File: src/rtl/axis_pkg.sv
// Shared stream helpers: ceiling divide, words-per-beat sizing and the
// default wide-beat struct used by the unpacker and by bench models.
package axis_pkg;

    localparam int DEF_WORD_W = 8;
    localparam int DEF_WPB    = 4;

    function automatic int CEIL(input int a, input int b);
        return (a + b - 1) / b;
    endfunction

    // Never returns less than one word per beat.
    function automatic int words_per_beat(input int bus_w, input int word_w);
        return (bus_w / word_w < 1) ? 1 : bus_w / word_w;
    endfunction

    typedef struct packed {
        logic                                 last;
        logic [DEF_WPB-1:0]                   keep;
        logic [DEF_WPB-1:0][DEF_WORD_W-1:0]   data;
    } beat_t;

endpackage

File: src/rtl/axis_unpacker_if.sv
// Stream bundle carrying WORDS words per beat with per-word keep.
// The unpacker uses a WORDS-wide instance as slave and a one-word instance
// as master.
interface axis_unpacker_if #(
    parameter int WORD_W = 8,
    parameter int WORDS  = 4
);
    logic                         valid;
    logic                         ready;
    logic                         last;
    logic [WORDS-1:0]             keep;
    logic [WORDS-1:0][WORD_W-1:0] data;

    modport master (output valid, last, keep, data, input ready);
    modport slave  (input valid, last, keep, data, output ready);
endinterface

File: src/rtl/axis_lsb_onehot.sv
// Lowest-set-bit priority encoder: index of the lowest set bit of i_vec and
// a flag that exactly one bit is set. Used only in sparse-keep builds.
module axis_lsb_onehot #(
    parameter int W = 4,
    localparam int IDX_W = (W > 1) ? $clog2(W) : 1
) (
    input  logic [W-1:0]     i_vec,
    output logic [IDX_W-1:0] o_idx,
    output logic             o_one
);
    // Scan from the top so the lowest set bit wins.
    always_comb begin
        o_idx = '0;
        for (int i = W - 1; i >= 0; i--) begin
            if (i_vec[i]) o_idx = IDX_W'(i);
        end
    end

    assign o_one = (i_vec != '0) && ((i_vec & (i_vec - W'(1))) == '0);
endmodule

File: src/rtl/axis_unpacker.sv
// Wide-to-narrow AXI-Stream unpacker: one-beat holding buffer, emits kept
// words in order, one per handshake, with m_last on the final word.
// Optional feature macro: AXIS_UNPACKER_SPARSE_KEEP_EN (arbitrary keep
// patterns; otherwise keep must be a thermometer code from bit 0).
module axis_unpacker
    import axis_pkg::*;
#(
    parameter int WORD_W = 8,
    parameter int BUS_W  = 32
) (
    input  logic         clk,
    input  logic         rstn,
    axis_unpacker_if.slave  s_axis,
    axis_unpacker_if.master m_axis,
    output logic         drop_last
);
    localparam int WPB   = words_per_beat(BUS_W, WORD_W);
    localparam int IDX_W = (WPB > 1) ? $clog2(WPB) : 1;

    logic [WPB-1:0][WORD_W-1:0] r_data;
    logic                       r_last;
    logic                       r_valid;
    logic                       r_drop;
    logic [IDX_W-1:0]           w_idx;
    logic                       w_one;
    logic                       w_acc;
    logic                       w_load;
    logic                       w_mfire;

    // Ready is forced low in reset; m_ready feeds s_ready combinationally so
    // a new beat can load on the same edge the last word leaves.
    assign s_axis.ready = rstn && (!r_valid || (m_axis.ready && w_one));
    assign w_acc        = s_axis.valid && s_axis.ready;
    assign w_load       = w_acc && (s_axis.keep != '0);
    assign w_mfire      = r_valid && m_axis.ready;

`ifdef AXIS_UNPACKER_SPARSE_KEEP_EN
    logic [WPB-1:0] r_rem;

    axis_lsb_onehot #(.W(WPB)) u_lsb (
        .i_vec (r_rem),
        .o_idx (w_idx),
        .o_one (w_one)
    );

    // Remaining-word mask: loaded from keep, one bit retired per word sent.
    always_ff @(posedge clk) begin
        if (!rstn)        r_rem <= '0;
        else if (w_load)  r_rem <= s_axis.keep;
        else if (w_mfire) r_rem[w_idx] <= 1'b0;
    end
`else
    logic [IDX_W-1:0] r_cnt;
    logic [IDX_W-1:0] r_end;
    logic [IDX_W:0]   w_pop;

    // Number of kept words in the incoming beat.
    always_comb begin
        w_pop = '0;
        for (int i = 0; i < WPB; i++) w_pop = w_pop + (IDX_W+1)'(s_axis.keep[i]);
    end

    assign w_idx = r_cnt;
    assign w_one = r_valid && (r_cnt == r_end);

    // Word counter walks 0..popcount-1 of the loaded thermometer keep.
    always_ff @(posedge clk) begin
        if (!rstn) begin
            r_cnt <= '0;
            r_end <= '0;
        end else if (w_load) begin
            r_cnt <= '0;
            r_end <= IDX_W'(w_pop - (IDX_W+1)'(1));
        end else if (w_mfire && !w_one) begin
            r_cnt <= r_cnt + IDX_W'(1);
        end
    end

`ifndef SYNTHESIS
    // Holes in keep are not supported without the sparse encoder.
    always @(posedge clk) begin
        if (rstn && w_acc)
            assert ((s_axis.keep & (s_axis.keep + WPB'(1))) == '0)
            else $error("axis_unpacker: non-thermometer s_keep %b", s_axis.keep);
    end
`endif
`endif

    // Holding buffer and registered drop pulse for zero-keep last beats.
    always_ff @(posedge clk) begin
        if (!rstn) begin
            r_data  <= '0;
            r_last  <= 1'b0;
            r_valid <= 1'b0;
            r_drop  <= 1'b0;
        end else begin
            r_drop <= w_acc && (s_axis.keep == '0) && s_axis.last;
            if (w_load) begin
                r_data  <= s_axis.data;
                r_last  <= s_axis.last;
                r_valid <= 1'b1;
            end else if (w_mfire && w_one) begin
                r_valid <= 1'b0;
            end
        end
    end

    assign m_axis.valid   = r_valid;
    assign m_axis.data[0] = r_data[w_idx];
    assign m_axis.keep    = '1;
    assign m_axis.last    = r_valid && r_last && w_one;
    assign drop_last      = r_drop;
endmodule

File: src/flat_wrapper.sv
// flat-port wrapper written by rule: the top's interface ports become plain ports
module axis_unpacker_flat import axis_pkg::*;
#(
    parameter int WORD_W = 8,
    parameter int BUS_W  = 32
)
  (clk, rstn, drop_last, s_axis_valid, s_axis_last, s_axis_keep, s_axis_data, s_axis_ready, m_axis_valid, m_axis_last, m_axis_keep, m_axis_data, m_axis_ready);
  axis_unpacker_if #(.WORD_W(WORD_W), .WORDS(4)) s_axis_i ();
  axis_unpacker_if #(.WORD_W(WORD_W), .WORDS(1)) m_axis_i ();
  input  logic clk;
  input  logic rstn;
  output logic drop_last;
  input wire logic [$bits(s_axis_i.valid)-1:0] s_axis_valid;
  input wire logic [$bits(s_axis_i.last)-1:0] s_axis_last;
  input wire logic [$bits(s_axis_i.keep)-1:0] s_axis_keep;
  input wire logic [$bits(s_axis_i.data)-1:0] s_axis_data;
  output wire logic [$bits(s_axis_i.ready)-1:0] s_axis_ready;
  output wire logic [$bits(m_axis_i.valid)-1:0] m_axis_valid;
  output wire logic [$bits(m_axis_i.last)-1:0] m_axis_last;
  output wire logic [$bits(m_axis_i.keep)-1:0] m_axis_keep;
  output wire logic [$bits(m_axis_i.data)-1:0] m_axis_data;
  input wire logic [$bits(m_axis_i.ready)-1:0] m_axis_ready;
  assign s_axis_i.valid = s_axis_valid;
  assign s_axis_i.last = s_axis_last;
  assign s_axis_i.keep = s_axis_keep;
  assign s_axis_i.data = s_axis_data;
  assign s_axis_ready = s_axis_i.ready;
  assign m_axis_valid = m_axis_i.valid;
  assign m_axis_last = m_axis_i.last;
  assign m_axis_keep = m_axis_i.keep;
  assign m_axis_data = m_axis_i.data;
  assign m_axis_i.ready = m_axis_ready;
  axis_unpacker #(.WORD_W(WORD_W), .BUS_W(BUS_W)) u_core (.clk(clk), .rstn(rstn), .s_axis(s_axis_i), .m_axis(m_axis_i), .drop_last(drop_last));
endmodule
File: config.mk
export PLATFORM = sky130hd
export DESIGN_NAME = axis_unpacker_flat
export DESIGN_NICKNAME = d
export VERILOG_FILES = /design/src/rtl/axis_pkg.sv /design/src/rtl/axis_unpacker_if.sv /design/src/rtl/axis_lsb_onehot.sv /design/src/rtl/axis_unpacker.sv /design/src/flat_wrapper.sv
export SDC_FILE = /design/constraint.sdc
export NUM_CORES = 1
export LEC_CHECK = 0
export ABC_AREA = 1
export CAP_MARGIN = 30
export CORE_AREA = 2 2 58 81
export CTS_CLUSTER_DIAMETER = 50
export CTS_CLUSTER_SIZE = 16
export DETAILED_ROUTE_END_ITERATION = 10
export DIE_AREA = 0 0 60 83
export PLACE_DENSITY = 0.87
export SKIP_CTS_REPAIR_TIMING = 1
export SYNTH_ARGS = -nofsm -noshare
export SYNTH_HDL_FRONTEND = slang
export SYNTH_SLANG_ARGS = --single-unit
File: constraint.sdc
create_clock -name clk -period 1.61 [get_ports clk]
set_input_delay 0.4025 -clock clk [delete_from_list [all_inputs] [get_ports clk]]
set_output_delay 0.4025 -clock clk [all_outputs]
set_load 0.02 [all_outputs]
==> Word-level counts from Yosys, hierarchy flattened <==
Cells that the tools add are included.
{ "totals": {"reg_bits": 39, "latch_bits": 0, "ram_bits": 0, "romBits": 0, "input_bits": 41, "output_inout_bits": 13, "wordCells": 40, "n_memories": 0} }
{ "classes": {"add_sub_neg": 5, "mul": 0, "div_mod_pow": 0, "n_lt_le_gt_ge": 1, "eq_ne": 1, "n_shift": 0, "mux": 4, "n_bitwise": 1, "reduce_logical": 19} }
{ "op_table": {"columns": ["operator", "n"], "rows": [
  ["8-bit binary-select mux with 2-bit select", 1],
  ["1-bit logical AND", 12],
  ["8-bit two-way mux", 1],
  ["2-bit by 1-bit adder with 2-bit output", 2],
  ["4-bit logical NOT", 1],
  ["4-bit nonzero test", 1],
  ["2-bit by 3-bit < comparator with 1-bit output (second input constant)", 1],
  ["1-bit by 1-bit adder with 2-bit output", 1],
  ["2-bit by 1-bit adder with 2-bit output (second input constant)", 1],
  ["2-bit == test", 1],
  ["1-bit logical NOT", 2],
  ["1-bit two-way mux", 2],
  ["2-bit nonzero test", 1],
  ["2-bit OR reduction", 1],
  ["2-bit by 1-bit subtractor with 2-bit output (second input constant)", 1],
  ["1-bit logical OR", 1],
  ["1-bit NOT", 1]
]} }

==> Depth between registers and ports, before layout <==
{ "logic_depth": {"ltp_word": 8, "ltp_mapped": 12, "mapped_depth_nobuf": 10} }

==> Worst setup path after synthesis <==
No wires, ideal clock.
{ "synth_path": {"path_kind": "reg-to-output", "from": "register u_core.r_cnt[0]", "to": "output port m_axis_data[5]", "arrival_time_ns": 1.263, "required_ns": 1.207, "path_slack_ns": -0.055, "stages_incl_launch_ff": 6, "path_cell_list": "dfxtp_1 buf_4 clkinv_1 clkbuf_1 o21ai_0 o22ai_1"} }
{ "synth_between": {"elab_chain_len": 2} }
{ "synth_rtl": {"columns": ["item", "line_no", "rtl"], "rows": [
  ["start, declared", "axis_unpacker.sv:53", "logic [IDX_W-1:0] r_cnt;"],
  ["start signal, assigned", "axis_unpacker.sv:75", "r_cnt <= r_cnt + IDX_W'(1);"],
  ["8-bit binary-select mux with 2-bit select", "axis_unpacker.sv:109", "assign m_axis.data[0] = r_data[w_idx];"],
  ["8-bit two-way mux (implied by the code)", "axis_unpacker.sv:109", null],
  ["end, declared", "flat_wrapper.sv:21", "output wire logic [$bits(m_axis_i.data)-1:0] m_axis_data;"]
]} }
Every way passes these cells. The select of a mux whose other input is x is not followed.

==> Worst setup path after layout <==
{ "layout_path": {"from": "register u_core.r_cnt[0]", "to": "register u_core.r_data[21] in the netlist's numbering"} }
{ "layout_between": {"elab_chain_len": 7} }
{ "layout_rtl": {"columns": ["item", "line_no", "rtl"], "rows": [
  ["2-bit == test", "axis_unpacker.sv:64", "assign w_one = r_valid && (r_cnt == r_end);"],
  ["1-bit logical AND", "axis_unpacker.sv:64", null],
  ["1-bit logical AND", "axis_unpacker.sv:32", "assign s_axis.ready = rstn && (!r_valid || (m_axis.ready && w_one));"],
  ["1-bit logical OR", "axis_unpacker.sv:32", null],
  ["1-bit logical AND", "axis_unpacker.sv:32", null],
  ["1-bit logical AND", "axis_unpacker.sv:33", "assign w_acc = s_axis.valid && s_axis.ready;"],
  ["1-bit logical AND", "axis_unpacker.sv:34", "assign w_load = w_acc && (s_axis.keep != '0);"],
  ["end signal, assigned", "axis_unpacker.sv:99", "r_data <= s_axis.data;"],
  ["end, declared", "axis_unpacker.sv:20", "logic [WPB-1:0][WORD_W-1:0] r_data;"]
]} }
Every way passes these cells.
A chain may end at the register's enable or synchronous reset.

==> flow_summary.json <==
{
  "synth_seq_cells": 39,
  "synthCells": 312,
  "violations": "setup timing",
  "cpMaxStageDelayCell": "dfxtp_4",
  "crit_arrival_ns": 2.04,
  "layout_setup_ws_ns": -0.2442,
  "io_buffers": 52,
  "r2r_end": "u_core.r_data[21]",
  "tns_ns": -7.565,
  "whs_endpoint": "u_core.r_data[16]",
  "worstSetupPathType": "register to register",
  "ir_drop_mv": 0.6297,
  "hold_start": "u_core.r_data[16]",
  "path_max_fanout": 9,
  "dieWidth_um": 60,
  "status": "finished, violations left",
  "intPower_w": 0.001668,
  "cts-root-buf": "clkbuf_8",
  "num_rows": 28,
  "clockPowerShare_pct": 29.1,
  "power_density_nw_per_um2": 777.2,
  "hold_viol": 0,
  "htreeDepth": 2,
  "cp_top_family": "simple AND/OR/NAND/NOR gates",
  "initial_core_util_pct": 46.49,
  "rr_worst_depth": 12,
  "switchingPower_w": 0.0006934,
  "die-area_um2": 4980,
  "finalSetupViolCount": 45,
  "dpl_worst_slack_ns": -0.5195,
  "clock_latency_ns": 0.30,
  "dr_total_vias": 2205,
  "nets": 426,
  "leakage_nw": 1.541,
  "drv_cap": 0,
  "final_cell_mix": "nor2_1 (87), nand2_1 (61), inv_1 (40)",
  "grt_use_total_pct": 20.29,
  "worstHoldPathCells": 2,
  "die_y_um": 83,
  "end_kind": "register",
  "yosys_warnings": 0,
  "wl_per_cell_um": 13.79,
  "crit_buf_inv": 4,
  "synth.net_count": 355,
  "drt-initial-drc-count": 118,
  "finalCritPeriodShare_pct": 115.2,
  "crit_path_start_kind": "register",
  "fill_cells": 324,
  "pin_count": 54,
  "synth_area_um2": 1971,
  "cts_tree": "built",
  "cts_buffers": 5,
  "post-route-util_pct": 71.66,
  "synth_seq_area_share_pct": 39.62,
  "r2r_slack_ns": -0.24,
  "p_total_w": 0.002361,
  "final_common_cell": "nor2_1",
  "drcViolationCount": 0,
  "switching_share_pct": 29.37,
  "clk_pin_slew_ns": 0.08,
  "rsz0062_at_grt": "yes",
  "min_path_type": "register to register",
  "antenna_found_initial": 0,
  "drv_slew": 0,
  "post-dp-hpwl_mm": 3.519,
  "combPwrFrac_pct": 25.1,
  "wirelength_mm": 6.111,
  "max_stage_delay_ns": 0.37,
  "drive_gt1_share_pct": 23.50,
  "place.gp.congestion": 0.8239,
  "clock_path_buffers": 2,
  "grt_max_degree": 53,
  "ant_nets": 0,
  "overflow": 0,
  "cp_cell_sequence": "buf_6 > buf_6 > xnor2_2 > nand2_1 > nand2_2 > nand4_4 > nor2_4 > buf_12 > buf_12 > nand2_2 > nand2_1 > nor2_1",
  "r2r_start": "u_core.r_cnt[0]",
  "grt_pass1_vias": 1867,
  "via_per_inst": 4.977,
  "startpoint": "u_core.r_cnt[0]",
  "diodes": 0,
  "syn_to_final_growth_pct": 54.16,
  "required_ns": 1.80,
  "ys_types": 26,
  "fin_skew_ns": 0.005011,
  "grt_pass1_wl_mm": 7.859,
  "dr.pass1.iters": 7,
  "period_needed_ns": 1.854,
  "core_area_um2": 4239,
  "clock.fmax_mhz": 539.3,
  "cts_sinks": 39,
  "avgSynthCellArea_um2": 6.316,
  "power_frac_seq_pct": 45.8
}
==> per-layer routing <==
| layer | global-route usage, % | part of all wire (%) | up-vias |
|---|---|---|---|
| met3 | 4.673 | 7.0 | 23 |
| met5 | 0 | 0 | - |
| li1 | - | - | 1066 |
| met1 | 22.63 | 37 | 997 |
| met4 | 9.293 | 3.2 | 0 |
| met2 | 34.88 | 53 | 119 |
==> cell families (layout without fill, tap and decap cells) <==
| group | Yosys count | in the layout | synth area share (%) |
|---|---|---|---|
| AOI/OAI and AO/OA | 26 | 26 | 7.111 |
| xor gates and xnor gates | 3 | 3 | 1.334 |
| adders and majority gates | 2 | 2 | 1.651 |
| buffers and inverters | 60 | 131 | 13.52 |
| DFF | 39 | 39 | 39.62 |
| other | 1 | 1 | 0.1903 |
| and+or+nand+nor | 181 | 181 | 36.57 |
==> stage by stage <==
step / area [um2] / hold slack (ns) / std cells
finish: 3038 / 0.4879 / 443
global route: 3038 / 0.5176 / 443
CTS: 2760 / 0.4888 / 432
detailed placement: 2673 / 0.4723 / 425
global placement: 2673 / 0.4582 / 425
floorplan: 2021 / 0.4489 / 312
==> cells in the mapped netlist <==
| cell | n | share of area, % |
|---|---|---|
| a21oi_1 | 1 | 0.25 |
| and3_1 | 1 | 0.32 |
| buf_1 | 3 | 0.57 |
| buf_2 | 5 | 1.3 |
| buf_4 | 2 | 0.76 |
| buf_6 | 3 | 1.7 |
| clkbuf_1 | 3 | 0.57 |
| clkinv_1 | 1 | 0.19 |
| clkinv_4 | 1 | 0.44 |
| conb_1 | 1 | 0.19 |
| dfxtp_1 | 39 | 40 |
| fa_1 | 1 | 1.0 |
| ha_1 | 1 | 0.63 |
| inv_1 | 42 | 8.0 |
| nand2_1 | 81 | 15 |
| nand2_2 | 2 | 0.63 |
| nand3_1 | 2 | 0.51 |
| nand4_1 | 2 | 0.63 |
| nand4_4 | 1 | 1.1 |
| nor2_1 | 90 | 17 |
| nor2_4 | 1 | 0.57 |
| nor3_1 | 1 | 0.25 |
| o21ai_0 | 17 | 4.3 |
| o22ai_1 | 8 | 2.5 |
| xnor2_1 | 2 | 0.89 |
| xor2_1 | 1 | 0.44 |
==> worst reg2reg max path, cell delays in order, from the launching register on <==
cell	delay, ns
dfxtp_4	0.37
buf_6	0.13
buf_6	0.12
xnor2_2	0.15
nand2_1	0.11
nand2_2	0.11
nand4_4	0.10
nor2_4	0.14
buf_12	0.16
buf_12	0.16
nand2_2	0.06
nand2_1	0.07
nor2_1	0.06
==> power by group through the flow <==
| stage | clock network, W | logic, W | registers (W) |
|---|---|---|---|
| 6_report | 0.000686 | 0.000593 | 0.00108 |
| 5_1_grt | 0.000725 | 0.000646 | 0.00109 |
| 3_5_place_dp | 0 | 0.000490 | 0.00110 |
| 2_1_floorplan | 0 | 0.000281 | 0.00109 |
| 4_1_cts | 0.000677 | 0.000493 | 0.00108 |
| 3_3_place_gp | 0 | 0.000472 | 0.00109 |
==> worst max path at each step <==
| stage | depth (start not counted) | to | slack (ns) |
|---|---|---|---|
| floorplan | 4 | s_axis_ready | 0.04 |
| global placement | 6 | s_axis_ready | -0.50 |
| detailed placement | 6 | s_axis_ready | -0.52 |
| CTS | 5 | m_axis_data[3] | -0.68 |
| global route | 12 | u_core.r_data[21] | -0.31 |
| finish | 12 | u_core.r_data[21] | -0.24 |
==> sequential cells by signal, indices dropped and copies added, names as in the netlist <==
signal               flops
u_core.r_data           32
u_core.r_cnt             2
u_core.r_end             2
u_core.drop_last         1
u_core.m_axis.valid      1
u_core.r_last            1
==> cell type report <==
| type | count | area, um2 | area share (%) |
|---|---|---|---|
| clock buffer | 6 | 82.58 | 2.718 |
| clock inverter | 1 | 5.005 | 0.1647 |
| inverter | 44 | 170.2 | 5.601 |
| multi-input combinational | 213 | 1086 | 35.75 |
| sequential | 39 | 785.8 | 25.86 |
| tap | 60 | 75.07 | 2.471 |
| timing repair buffer | 80 | 833.3 | 27.43 |
Note: power is estimated with default switching activity, not from simulation.
